## src/rtl/agc_stage_branch_seq.sv

```systemverilog
// AGC stage/branch sequencer: timepulse ring, stage register, divide sequencing, BR1/BR2 flags.
// Optional STG_CHECK_EN macro builds the sticky err_conflict checker; otherwise err_conflict is 0.
module agc_stage_branch_seq #(
  parameter int unsigned STAGE_W   = 3,
  parameter int unsigned NTP       = 12,
  parameter int unsigned DIV_STEPS = 4
) (
  input  logic               CLOCK,
  input  logic               rst,
  input  logic               mct_start,
  input  logic               st1_req,
  input  logic               st2_req,
  input  logic               dvst,
  input  logic               rststg,
  input  logic               tsgn,
  input  logic               tov,
  input  logic               tmz,
  input  logic               sign,
  input  logic               ovf_pos,
  input  logic               ovf_neg,
  input  logic               mz,
  output logic [NTP-1:0]     tp,
  output logic               mct_end,
  output logic [STAGE_W-1:0] stg,
  output logic               div_active,
  output logic               div_done,
  output logic               br1,
  output logic               br2,
  output logic               br12b,
  output logic               err_conflict
);

  localparam logic [NTP-1:0]     T01      = NTP'(1);
  localparam logic [STAGE_W-1:0] DIV_LAST = STAGE_W'(DIV_STEPS - 1);

  typedef enum logic {S_NORM = 1'b0, S_DIV = 1'b1} state_t;

  state_t     state, state_nxt;
  logic [1:0] pend;
  logic       pend_dv;
  logic [1:0] pend_eff;
  logic       pend_dv_eff;
  logic       div_last;

  // Requests seen this cycle are folded in so an mct_end-cycle request lands in the same update.
  assign pend_eff    = pend | (div_active ? 2'b00 : {st2_req, st1_req});
  assign pend_dv_eff = pend_dv | dvst;
  assign div_last    = (stg == DIV_LAST);
  assign mct_end     = tp[NTP-1];
  assign br12b       = ~(br1 | br2);

  // Timepulse ring: idle at zero until the first mct_start, then free-running.
  always_ff @(posedge CLOCK) begin
    if (rst)            tp <= '0;
    else if (mct_start) tp <= T01;
    else if (|tp)       tp <= {tp[NTP-2:0], tp[NTP-1]};
  end

  always_ff @(posedge CLOCK) begin
    if (rst) state <= S_NORM;
    else     state <= state_nxt;
  end

  always_comb begin
    state_nxt = state;
    if (rststg) begin
      state_nxt = S_NORM;
    end else if (mct_end) begin
      case (state)
        S_NORM: if (pend_dv_eff) state_nxt = S_DIV;
        S_DIV:  if (div_last)    state_nxt = S_NORM;
        default: state_nxt = S_NORM;
      endcase
    end
  end

  always_comb begin
    div_active = (state == S_DIV);
  end

  // Stage register doubles as the divide step counter while div_active.
  always_ff @(posedge CLOCK) begin
    if (rst || rststg) begin
      stg      <= '0;
      pend     <= '0;
      pend_dv  <= 1'b0;
      div_done <= 1'b0;
    end else begin
      div_done <= 1'b0;
      if (mct_end) begin
        pend    <= '0;
        pend_dv <= 1'b0;
        if (div_active) begin
          if (div_last) begin
            stg      <= '0;
            div_done <= 1'b1;
          end else begin
            stg <= stg + STAGE_W'(1);
          end
        end else if (pend_dv_eff) begin
          stg <= '0;
        end else begin
          stg <= STAGE_W'(pend_eff);
        end
      end else begin
        pend    <= pend_eff;
        pend_dv <= pend_dv_eff;
      end
    end
  end

  // Branch flags: tov beats tsgn on br1, tmz beats tov on br2.
  always_ff @(posedge CLOCK) begin
    if (rst) begin
      br1 <= 1'b0;
      br2 <= 1'b0;
    end else begin
      if (tov)       br1 <= ovf_pos;
      else if (tsgn) br1 <= sign;
      if (tmz)       br2 <= mz;
      else if (tov)  br2 <= ovf_neg;
    end
  end

`ifdef STG_CHECK_EN
  always_ff @(posedge CLOCK) begin
    if (rst) begin
      err_conflict <= 1'b0;
    end else if ((div_active && (st1_req || st2_req)) || (dvst && rststg)) begin
      err_conflict <= 1'b1;
    end
  end
`else
  assign err_conflict = 1'b0;
`endif

endmodule
```

## config.mk

```make
export PLATFORM = sky130hd
export DESIGN_NAME = agc_stage_branch_seq
export DESIGN_NICKNAME = d
export VERILOG_FILES = /design/src/rtl/agc_stage_branch_seq.sv
export SDC_FILE = /design/constraint.sdc
export NUM_CORES = 1
export LEC_CHECK = 0
export ABC_AREA = 1
export CAP_MARGIN = 0
export CORE_AREA = 2 2 39 41
export DETAILED_ROUTE_END_ITERATION = 10
export DIE_AREA = 0 0 41 43
export DONT_BUFFER_PORTS = 1
export PLACE_DENSITY = 0.78
export SYNTH_ARGS = -nofsm -noshare
export SYNTH_HDL_FRONTEND = slang
export SYNTH_SLANG_ARGS = --single-unit
export TNS_END_PERCENT = 20
```

## constraint.sdc

```tcl
create_clock -name CLOCK -period 1.9 [get_ports CLOCK]
set_clock_uncertainty 0.2 [all_clocks]
set_input_delay 0.285 -clock CLOCK [delete_from_list [all_inputs] [get_ports CLOCK]]
set_output_delay 0.285 -clock CLOCK [all_outputs]
set_load 0.01 [all_outputs]
```

==> impl_results.md, run 1 <==
- RSZ-0062 raised after global routing: no
- #FFs+latches synth: 22
- CTS tree: yes
- Static Leak: slightly above 0.4 nW
- Post-CTS setup buffer count: 0
- Mapped Avg Cell Area: approximately 7.8 um^2
- Layout net count: about 140
- CTS Hold Buffers Added: 12
- Die width: about 41 um
- CP cell instances: dlygate4sd3_1, or2_4, dlygate4sd3_1, nor2_1
- Maximum VDD drop: between 0.4 and 0.5 mV
- Share of the synthesized area in the top cell type: 55.09%
- Slew Limit Fails: 0
- Detailed placer's ending HPWL: 973.8 um
- Drt total wl: between 1500 and 2000 um
- Ant. Diodes: 0
- IO buf count: 0
- Combinational Power Share: about 6.5%
- Kind of critical path: input pin to flop
- Worst r2r src: tp[11]
- Largest net degree at the start of global routing: 14
- Clk network pwr share: roughly two fifths
- Post-route ant nets: 0
- Final-report hold violation count: 0
- Clock transition at the registers of the reported paths: ~0.13 ns
- Sequential share of power: between 50 and 60%
- Vias: between 600 and 700
- Crit end category: flop
- Worst Hold Slack: roughly 0.0047 ns
- Vias in the first global route: ~650
- Ys Warns: 0
- H-Tree Depth: 1
- CP max stage delay: 0.61 ns
- Status: finished, final reports clean
- GRT Total Usage: about 22%
- Synthesized cell area: 799.5 um^2
- Crit path max fanout: 10
- Internal Power: 714.1 uW
- CP Data Arrival Time: between 1.5 and 2 ns
- Crit share post-route: between 90% and 100%
- Initial core utilization: about 58%
- Setup TNS: 0 ns
- Drt first pass iters: 4
- Mapped Cells: 103
- Worst hold start: rst
- Area of the core: between 1000 and 1500 um^2
- Synthesized Nets: approximately 120
- Cts bufs inserted: 3
- Row count: 14
- Register area share after synthesis: ~55%
- Later-pin clock latency in the skew report: 0.31 ns
- CTS Root Cell: clkbuf_4
- Post-CTS sizing: 0
- Via density: 4.809
- First-pass GRT wire length: around 2500 um
- Fmax: about 570 MHz
- Placed Instances: 117
- # fillers: 107
- Hold EP: div_active
- Critical path buffers and inverters: 2
- Pwr Total: ~890 uW
- Hold crit path type: input pin to flop
- Iter 0 DRT Violations: 5
- # Max-Cap Violations: 0
- IO Count: 36
- Min-Delay Path Depth: 3
- Worst Reg-to-Reg Cells: 4
- RD Place Congestion: 0.7802
- Overflow after GRT: 0
- Top post-synthesis cells by area: dfxtp_1 55%, nor2_1 15%, inv_1 8.9%
- DR WL/cell: approximately 12 um
- Sw frac: around a fifth
- Top cell by count, worst path: dlygate4sd3_1
- Die height: around 43 um
- Area Overhead vs Synth: 25.51%
- Family with the most delay on the worst path: buffers and inverters
- Psw: roughly 180 uW
- DRC viols: 0
- Fraction of layout instances using a drive strength above 1: 7.500%
- Slowest cell on crit path: dlygate4sd3_1
- Reg2Reg Setup Slack: about 0.25 ns
- Final Non-Filler Cells: approximately 140
- R2r endpoint: tp[0]
- PwrDens: approximately 890 nW/um^2
- Count of cell types in the netlist: 16
- Leading area contributor after synthesis: dfxtp_1
- Most common cell after layout, fill and taps aside: nor2_1
- CP Launch Type: input pin
- Req. time, crit path: approximately 2 ns
- Antenna violations before repair: 0
- Post-layout min period: around 1.8 ns
- Max Root-Sink Buffers: 2
- Count of final setup violators: 0
- # clock sinks: 22
- Most frequent cells in the layout: 32 x nor2_1, 22 x dfxtp_1, 19 x inv_1, 15 x dlygate4sd3_1, 9 x nand2_1
- Die area: between 1500 and 2000 um^2
==> cells by family after synthesis <==
| logic type | share of synthesized area [%] |
|---|---|
| fa+ha+maj | 1.565 |
| other cells | 0.4690 |
| simple gates | 24.41 |
| flops | 55.09 |
| buf+inv | 13.15 |
| compound gates | 5.321 |
==> synth_stat cells, drive strengths merged <==
| cell type | instances |
|---|---|
| a21oi | 2 |
| buf | 3 |
| conb | 1 |
| dfxtp | 22 |
| ha | 1 |
| inv | 21 |
| nand2 | 9 |
| nand3 | 3 |
| nor2 | 32 |
| nor3 | 1 |
| nor4 | 1 |
| o211ai | 1 |
| o21ai | 5 |
| or2 | 1 |
==> metrics by stage <==
stage / utilization (%) / worst slack (ns) / instance area [um^2]
after floorplan: - / 0.6684 / 799.5
after global placement: 57.87 / 0.6254 / 800.8
after detailed placement: 57.87 / 0.5670 / 800.8
after CTS: 70.34 / 0.2519 / 973.4
after global routing: 72.51 / 0.1432 / 1003
final: 72.51 / 0.1461 / 1003
==> metal layers <==
layer	share of wire, %	vias to the layer above	routed length, um	track usage [%]
met1	39	294	641	21.55
met4	0.73	0	12	12.67
met5	0	-	0	0
met2	55	25	898	36.56
met3	5.3	2	86	7.330
li1	-	333	-	-
==> worst register-to-register path: cells and delay by family, from the launching register on <==
| kind | cells | cell delay [ns] |
|---|---|---|
| AND/OR/NAND/NOR | 2 | 0.12 |
| buffers and inverters | 2 | 0.76 |
| flip-flops | 1 | 0.53 |
==> power by group through the flow <==
stage	Sequential, mW	Combinational (mW)	Clock, mW
final	0.477	0.0582	0.358
after global routing	0.478	0.0658	0.385
after CTS	0.477	0.0510	0.361
after detailed placement	0.487	0.0312	0
after global placement	0.487	0.0301	0
after floorplan	0.486	0.0302	0
==> sequential cells by signal (all words and copies together) (netlist names) <==
signal	count
br1	1
br2	1
div_active	1
div_done	1
pend	2
pend_dv	1
stg	3
tp	12
==> area by class of cell <==
cell class | instances | area (um^2) | share of cell area (%)
sequential | 22 | 440.4 | 43.89
clock buffer | 3 | 22.52 | 2.244
multi-input combinational | 57 | 254.0 | 25.31
inverter | 21 | 78.83 | 7.855
tap | 16 | 20.02 | 1.995
clock inverter | 1 | 30.03 | 2.993
timing repair buffer | 16 | 157.7 | 15.71
==> worst max-delay path by stage <==
stage	startpoint	end	slack (ns)	depth (start not counted)
6_report	mct_start	tp[2]	0.15	4
2_1_floorplan	stg[0]	stg[0]	0.67	6
3_5_place_dp	stg[0]	stg[0]	0.57	6
3_3_place_gp	stg[0]	stg[1]	0.63	6
4_1_cts	tsgn	br1	0.25	6
5_1_grt	mct_start	tp[2]	0.14	4
(Power assumes the default switching activity.)
==> run 2, diff against run 1 <==
--- a/config.mk
+++ b/config.mk
@@ -7,11 +7,13 @@
 export LEC_CHECK = 0
 export ABC_AREA = 1
 export CAP_MARGIN = 0
-export CORE_AREA = 2 2 39 41
+export CORE_MARGIN = 2
+export CORE_UTILIZATION = 42
+export CTS_CLUSTER_DIAMETER = 120
 export DETAILED_ROUTE_END_ITERATION = 10
-export DIE_AREA = 0 0 41 43
 export DONT_BUFFER_PORTS = 1
-export PLACE_DENSITY = 0.78
+export PLACE_DENSITY = 0.58
+export SETUP_SLACK_MARGIN = 0.4
 export SYNTH_ARGS = -nofsm -noshare
 export SYNTH_HDL_FRONTEND = slang
 export SYNTH_SLANG_ARGS = --single-unit
==> impl_results.md, run 2 (synthesis gave the netlist of run 1 again) <==
- Status: finished, final reports clean
- Ant. Diodes: 0 (unchanged)
- Biggest regs: tp (12), stg (3), pend (2)
- Final-report hold violation count: 0 (unchanged)
- Via density: 4.252 (-12%)
- Vias in the first global route: 542 (-16%)
- Largest net degree at the start of global routing: 13 (-1)
- First-pass GRT wire length: 2201 um (-12%)
- Critical path buffers and inverters: 1 (-1)
- Family with the most delay on the worst path: flip-flops
- CP cell instances: buf_4
- Most frequent cells in the layout: 32 x nor2_1, 21 x dfxtp_1, 19 x inv_1, 9 x nand2_1, 9 x dlygate4sd3_1
- Pwr Total: 767.2 uW (-14%)
- Combinational Power Share: 6.2% (-0.3 points)
- Stages on the worst setup path: 1 (-3)
- Die area: 2269 um^2 (+29%)
- Layout net count: 130 (-4.4%)
- Initial core utilization: 45.32% (-12 points)
- CTS tree: yes
- Final worst slack: 0.5254 ns (+0.3793 ns)
- GRT Total Usage: 14.53% (-7.3 points)
- Overflow after GRT: 0 (unchanged)
- Cts bufs inserted: 3 (unchanged)
- Post-route ant nets: 0 (unchanged)
- Min-Delay Path Depth: 4 (+1)
- Slowest cell on crit path: dfxtp_2
- Largest register FFs: 12 (unchanged)
- Post-layout min period: 1.375 ns (-0.3793 ns)
- Slew Limit Fails: 0 (unchanged)
- IO buf count: 0 (unchanged)
- Area Overhead vs Synth: 17.53%
- Kind of critical path: flop to primary output
- RD Place Congestion: 0.7747 (-0.70%)
- DR WL/cell: 10.34 um (-14%)
- PwrDens: 816.5 nW/um^2 (-8.3%)
- Max Root-Sink Buffers: 2 (unchanged)
- CP max stage delay: 0.43 ns (-0.18 ns)
- Static Leak: 0.3814 nW (-7.0%)
- CP Launch Type: flop
- Sequential share of power: 62.1% (+8.7 points)
- IO Count: 36 (unchanged)
- CTS Root Cell: clkbuf_4
- Drt total wl: 1437 um (-12%)
- Fmax: 727.5 MHz (+28%)
- Clk network pwr share: 31.7% (-8.3 points)
- Crit path max fanout: 7 (-3)
- Sw frac: 20.61% (+0.57 points)
- DRC viols: 0 (unchanged)
- Count of final setup violators: 0 (unchanged)
- Req. time, crit path: 1.41 ns (-0.55 ns)
- H-Tree Depth: 1 (unchanged)
- Antenna violations before repair: 0 (unchanged)
- Fraction of layout instances using a drive strength above 1: 8.772% (+1.3 points)
- Crit share post-route: 72.35% (-20 points)
- Placed Instances: 126 (+7.7%)
- Internal Power: 609.1 uW (-15%)
- CP Data Arrival Time: 0.89 ns (-0.93 ns)
- Drt first pass iters: 4 (unchanged)
- # clock sinks: 22 (unchanged)
- Vias: 591 (-9.6%)
- Iter 0 DRT Violations: 8 (+3)
- Largest reg by FF count: tp
- Detailed placer's ending HPWL: 1021 um (+4.8%)
- # Max-Cap Violations: 0 (unchanged)
- Die width: 47.63 um (+16%)
- Crit end category: primary output
- Die height: 47.63 um (+11%)
- Setup TNS: 0 ns (unchanged)
- Clock transition at the registers of the reported paths: 0.11 ns (-0.02 ns)
- Most common cell after layout, fill and taps aside: nor2_1
- Hold crit path type: input pin to flop
- Maximum VDD drop: 0.6906 mV (+62%)
- RSZ-0062 raised after global routing: no
- Final Non-Filler Cells: 139 (+2.2%)
- Area of the core: 1764 um^2 (+27%)
- Worst Reg-to-Reg Cells: 6 (+2)
- Pre-CTS WS: 0.5686 ns (+0.001583 ns)
- Psw: 158.1 uW (-12%)
- Row count: 15 (+1)
- # fillers: 192 (+79%)
- Later-pin clock latency in the skew report: 0.29 ns (-0.02 ns)
run 2: cell count changes in the layout (fill, tap and decap cells not counted):
cell           delta
dfxtp_2           +1
clkbuf_8          +1
bufinv_16         -1
dlygate4sd3_1     -6
dfxtp_1           -1
run 2: layer usage:
layer / up-vias / part of all wire [%] / wire length (um) / track usage, %
met3: 0 / 7.4 / 107 / 7.170
met1: 241 / 43 / 619 / 14.98
met5: - / 0 / 0 / 0
li1: 323 / - / - / -
met4: 0 / 0 / 0 / 3.243
met2: 27 / 49 / 710 / 26.49
run 2: layout make-up:
| cell class | count | area (um^2) | share of cell area, % |
|---|---|---|---|
| clock buffer | 4 | 36.28 | 3.862 |
| inverter | 21 | 78.83 | 8.389 |
| multi-input combinational | 57 | 254.0 | 27.03 |
| sequential | 22 | 441.7 | 47.00 |
| tap | 25 | 31.28 | 3.329 |
| timing repair buffer | 10 | 97.59 | 10.39 |
run 2: worst reg2reg max path, stage by stage, from the launching register on:
cell and delay, ns:
dfxtp_1 0.45, ha_1 0.20, nand2_1 0.11, nand3_1 0.09, nand2_1 0.05, nor2_1 0.10
nor2_1 0.05
run 2: per-stage QoR:
stage	utilization, %	area [um^2]	hold slack [ns]
final	53.26	939.7	0.01252
after global routing	53.26	939.7	0.01357
after CTS	53.26	939.7	0.0009683
after detailed placement	46.03	812.0	0.1606
after global placement	46.03	812.0	0.1597
after floorplan	-	799.5	0.1574
run 2: final timing paths:
| check | from | to | slack [ns] |
|---|---|---|---|
| max | tp[11] | tp[11] | 0.53 |
| max reg2reg | stg[0] | stg[0] | 0.56 |
| min reg2reg | pend[0] | pend[0] | 0.27 |
| min | tsgn | br1 | 0.01 |
run 2: timing repair:
action	4_1_cts	5_1_grt
gates resized for setup	1	0
hold endpoints to repair	6	0
setup buffers	0	0
endpoints found under the setup margin	1	0
hold buffers	9	0
run 2: power by group through the flow:
stage / logic [mW] / clock network (mW) / registers, mW
floorplan: 0.0302 / 0 / 0.486
global placement: 0.0309 / 0 / 0.487
detailed placement: 0.0314 / 0 / 0.487
CTS: 0.0470 / 0.258 / 0.477
global route: 0.0539 / 0.275 / 0.478
finish: 0.0475 / 0.243 / 0.477
==> run 3, diff against run 2 <==
--- a/config.mk
+++ b/config.mk
@@ -12,7 +12,7 @@
 export CTS_CLUSTER_DIAMETER = 120
 export DETAILED_ROUTE_END_ITERATION = 10
 export DONT_BUFFER_PORTS = 1
-export PLACE_DENSITY = 0.58
+export PLACE_DENSITY = 0.61
 export SETUP_SLACK_MARGIN = 0.4
 export SYNTH_ARGS = -nofsm -noshare
 export SYNTH_HDL_FRONTEND = slang
==> constraint.sdc (replaced) <==
create_clock -name CLOCK -period 1.2 [get_ports CLOCK]
set_clock_uncertainty 0.2 [all_clocks]
set_input_delay 0.18 -clock CLOCK [delete_from_list [all_inputs] [get_ports CLOCK]]
set_output_delay 0.18 -clock CLOCK [all_outputs]
set_load 0.01 [all_outputs]
==> impl_results.md, run 3 (synthesis gave the netlist of run 1 again) <==
- Final Non-Filler Cells: 133 (-4.3%)
- Vias: 595 (+0.68%)
- IO Count: 36 (unchanged)
- Max Root-Sink Buffers: 2 (unchanged)
- Fraction of layout instances using a drive strength above 1: 39.81% (+31 points)
- Iter 0 DRT Violations: 9 (+1)
- CP max stage delay: 0.39 ns (-0.04 ns)
- Largest reg by FF count: tp
- Fmax: between 800 and 900 MHz
- Crit share post-route: 99.09%
- Cts bufs inserted: 3 (unchanged)
- Static Leak: 0.3864 nW (+1.3%)
- Layout net count: 124 (-4.6%)
- Drt total wl: 1494 um (+4.0%)
- Area of the core: 1764 um^2 (unchanged)
- Worst Hold Slack: -0.2694 ns (-0.2819 ns)
- Antenna violations before repair: 0 (unchanged)
- Largest register FFs: 12 (unchanged)
- Biggest regs: tp (12), stg (3), pend (2)
- Count of final setup violators: 0 (unchanged)
- Placed Instances: 127 (+0.79%)
- Initial core utilization: 45.32% (unchanged)
- CP Data Arrival Time: 0.81 ns (-0.08 ns)
- Slowest cell on crit path: dfxtp_4
- Pre-CTS WS: 0.05982 ns (-0.5088 ns)
- CP cell instances: nor2_4
- CP Launch Type: flop
- Req. time, crit path: 0.82 ns (-0.59 ns)
- Via density: 4.474 (+5.2%)
- Slew Limit Fails: 0 (unchanged)
- # clock sinks: 22 (unchanged)
- RSZ-0062 raised after global routing: yes
- H-Tree Depth: 1 (unchanged)
- Detailed placer's ending HPWL: 1065 um (+4.4%)
- GRT Total Usage: 13.18% (-1.3 points)
- Final-report hold violation count: 22 (+22)
- Die height: 47.63 um (unchanged)
- Largest net degree at the start of global routing: 13 (unchanged)
- Drt first pass iters: 3 (-1)
- Most frequent cells in the layout: 30 x nor2_1, 17 x inv_1, 13 x dfxtp_2, 8 x nand2_1, 6 x dfxtp_4
- CTS tree: yes
- CTS Root Cell: clkbuf_4
- Maximum VDD drop: 0.5384 mV (-22%)
- # Max-Cap Violations: 0 (unchanged)
- Family with the most delay on the worst path: flip-flops
- Area Overhead vs Synth: 23.63%
- Post-layout min period: 1.189 ns
- Kind of critical path: flop to primary output
- Setup TNS: 0 ns (unchanged)
- PwrDens: 1210 nW/um^2 (+48%)
- Die area: 2269 um^2 (unchanged)
- IO buf count: 0 (unchanged)
- Hold crit path type: input pin to flop
- Overflow after GRT: 0 (unchanged)
- Status: complete, but fails checks
- Final design area excluding fillers: 988.4 um^2 (+5.2%)
- Vias in the first global route: 485 (-11%)
- Row count: 15 (unchanged)
- # fillers: 176 (-8.3%)
- DR WL/cell: 11.23 um (+8.7%)
- Die width: 47.63 um (unchanged)
- Final worst slack: 0.01089 ns (-0.5145 ns)
- Post-route ant nets: 0 (unchanged)
- Placed cell areas: 872.1 um^2 (+7.4%)
- Later-pin clock latency in the skew report: 0.29 ns (about the same)
- Failing checks: negative hold slack
- DRC viols: 0 (unchanged)
- RD Place Congestion: 0.7326 (-5.4%)
- Crit end category: primary output
- Crit path max fanout: 3 (-4)
- Critical path buffers and inverters: 0 (-1)
- Ant. Diodes: 0 (unchanged)
- First-pass GRT wire length: 2056 um (-6.6%)
- Most common cell after layout, fill and taps aside: nor2_1
- Clock transition at the registers of the reported paths: 0.11 ns (about the same)
[run 3: changes by cell type in the layout (fill, tap and decap cells not counted), moves of 2 or more]
| cell | delta |
|---|---|
| o21ai_1 | +2 |
| dfxtp_4 | +6 |
| inv_1 | -2 |
| nand3_1 | -2 |
| a21oi_2 | +2 |
| nand3_2 | +2 |
| dfxtp_1 | -18 |
| buf_6 | +3 |
| nor2_1 | -2 |
| dfxtp_2 | +12 |
| dlygate4sd3_1 | -9 |
| a21oi_1 | -2 |
| o21ai_0 | -3 |
[run 3: power breakdown]
part           total (mW)  internal, mW  switching (mW)
combinational      0.0575        0.0226          0.0350
sequential          0.749         0.734          0.0159
clock               0.390         0.185           0.205
total                1.20         0.941           0.256
[run 3: worst paths after layout]
path | from | to | slack [ns] | depth (start not counted)
worst max-delay path | br2 | br12b | 0.01 | 1
worst min-delay path | rst | tp[0] | -0.27 | 1
worst max register to register | stg[0] | div_done | 0.02 | 4
worst min register to register | tp[3] | tp[4] | 0.25 | 2
[run 3: metal layers]
| metal | vias up | global-route usage, % | wire (um) |
|---|---|---|---|
| li1 | 312 | - | - |
| met1 | 256 | 16.93 | 655 |
| met2 | 25 | 20.00 | 709 |
| met3 | 2 | 5.283 | 113 |
| met4 | 0 | 4.865 | 14 |
| met5 | - | 0 | 0 |
[run 3: per-stage QoR]
step	power, mW	util (%)
6_report	1.197	56.03
2_1_floorplan	0.8099	-
4_1_cts	1.213	53.12
3_5_place_dp	0.8140	49.43
5_1_grt	1.256	56.03
3_3_place_gp	0.8126	49.43
[run 3: area by class of cell]
class,count,area [um^2],share of cell area (%)
Inverter,21,81.33,8.228
Sequential cell,22,479.2,48.48
Multi-Input combinational cell,57,319.1,32.28
Clock buffer,4,36.28,3.671
Tap cell,25,31.28,3.165
Timing Repair Buffer,4,41.29,4.177
[run 3: worst register-to-register path: cells and delay by family, from the launching register on]
| family | cells | cell delay, ns |
|---|---|---|
| simple gates | 2 | 0.20 |
| fa+ha+maj | 1 | 0.15 |
| flops | 1 | 0.41 |
| buf+inv | 1 | 0.14 |
[run 3: timing repair]
action,4_1_cts,5_1_grt
resized for setup,10,24
hold endpoints to repair,22,22
pin swaps,1,14
cloned,0,0
setup buffers,1,1
endpoints found under the setup margin,39,43
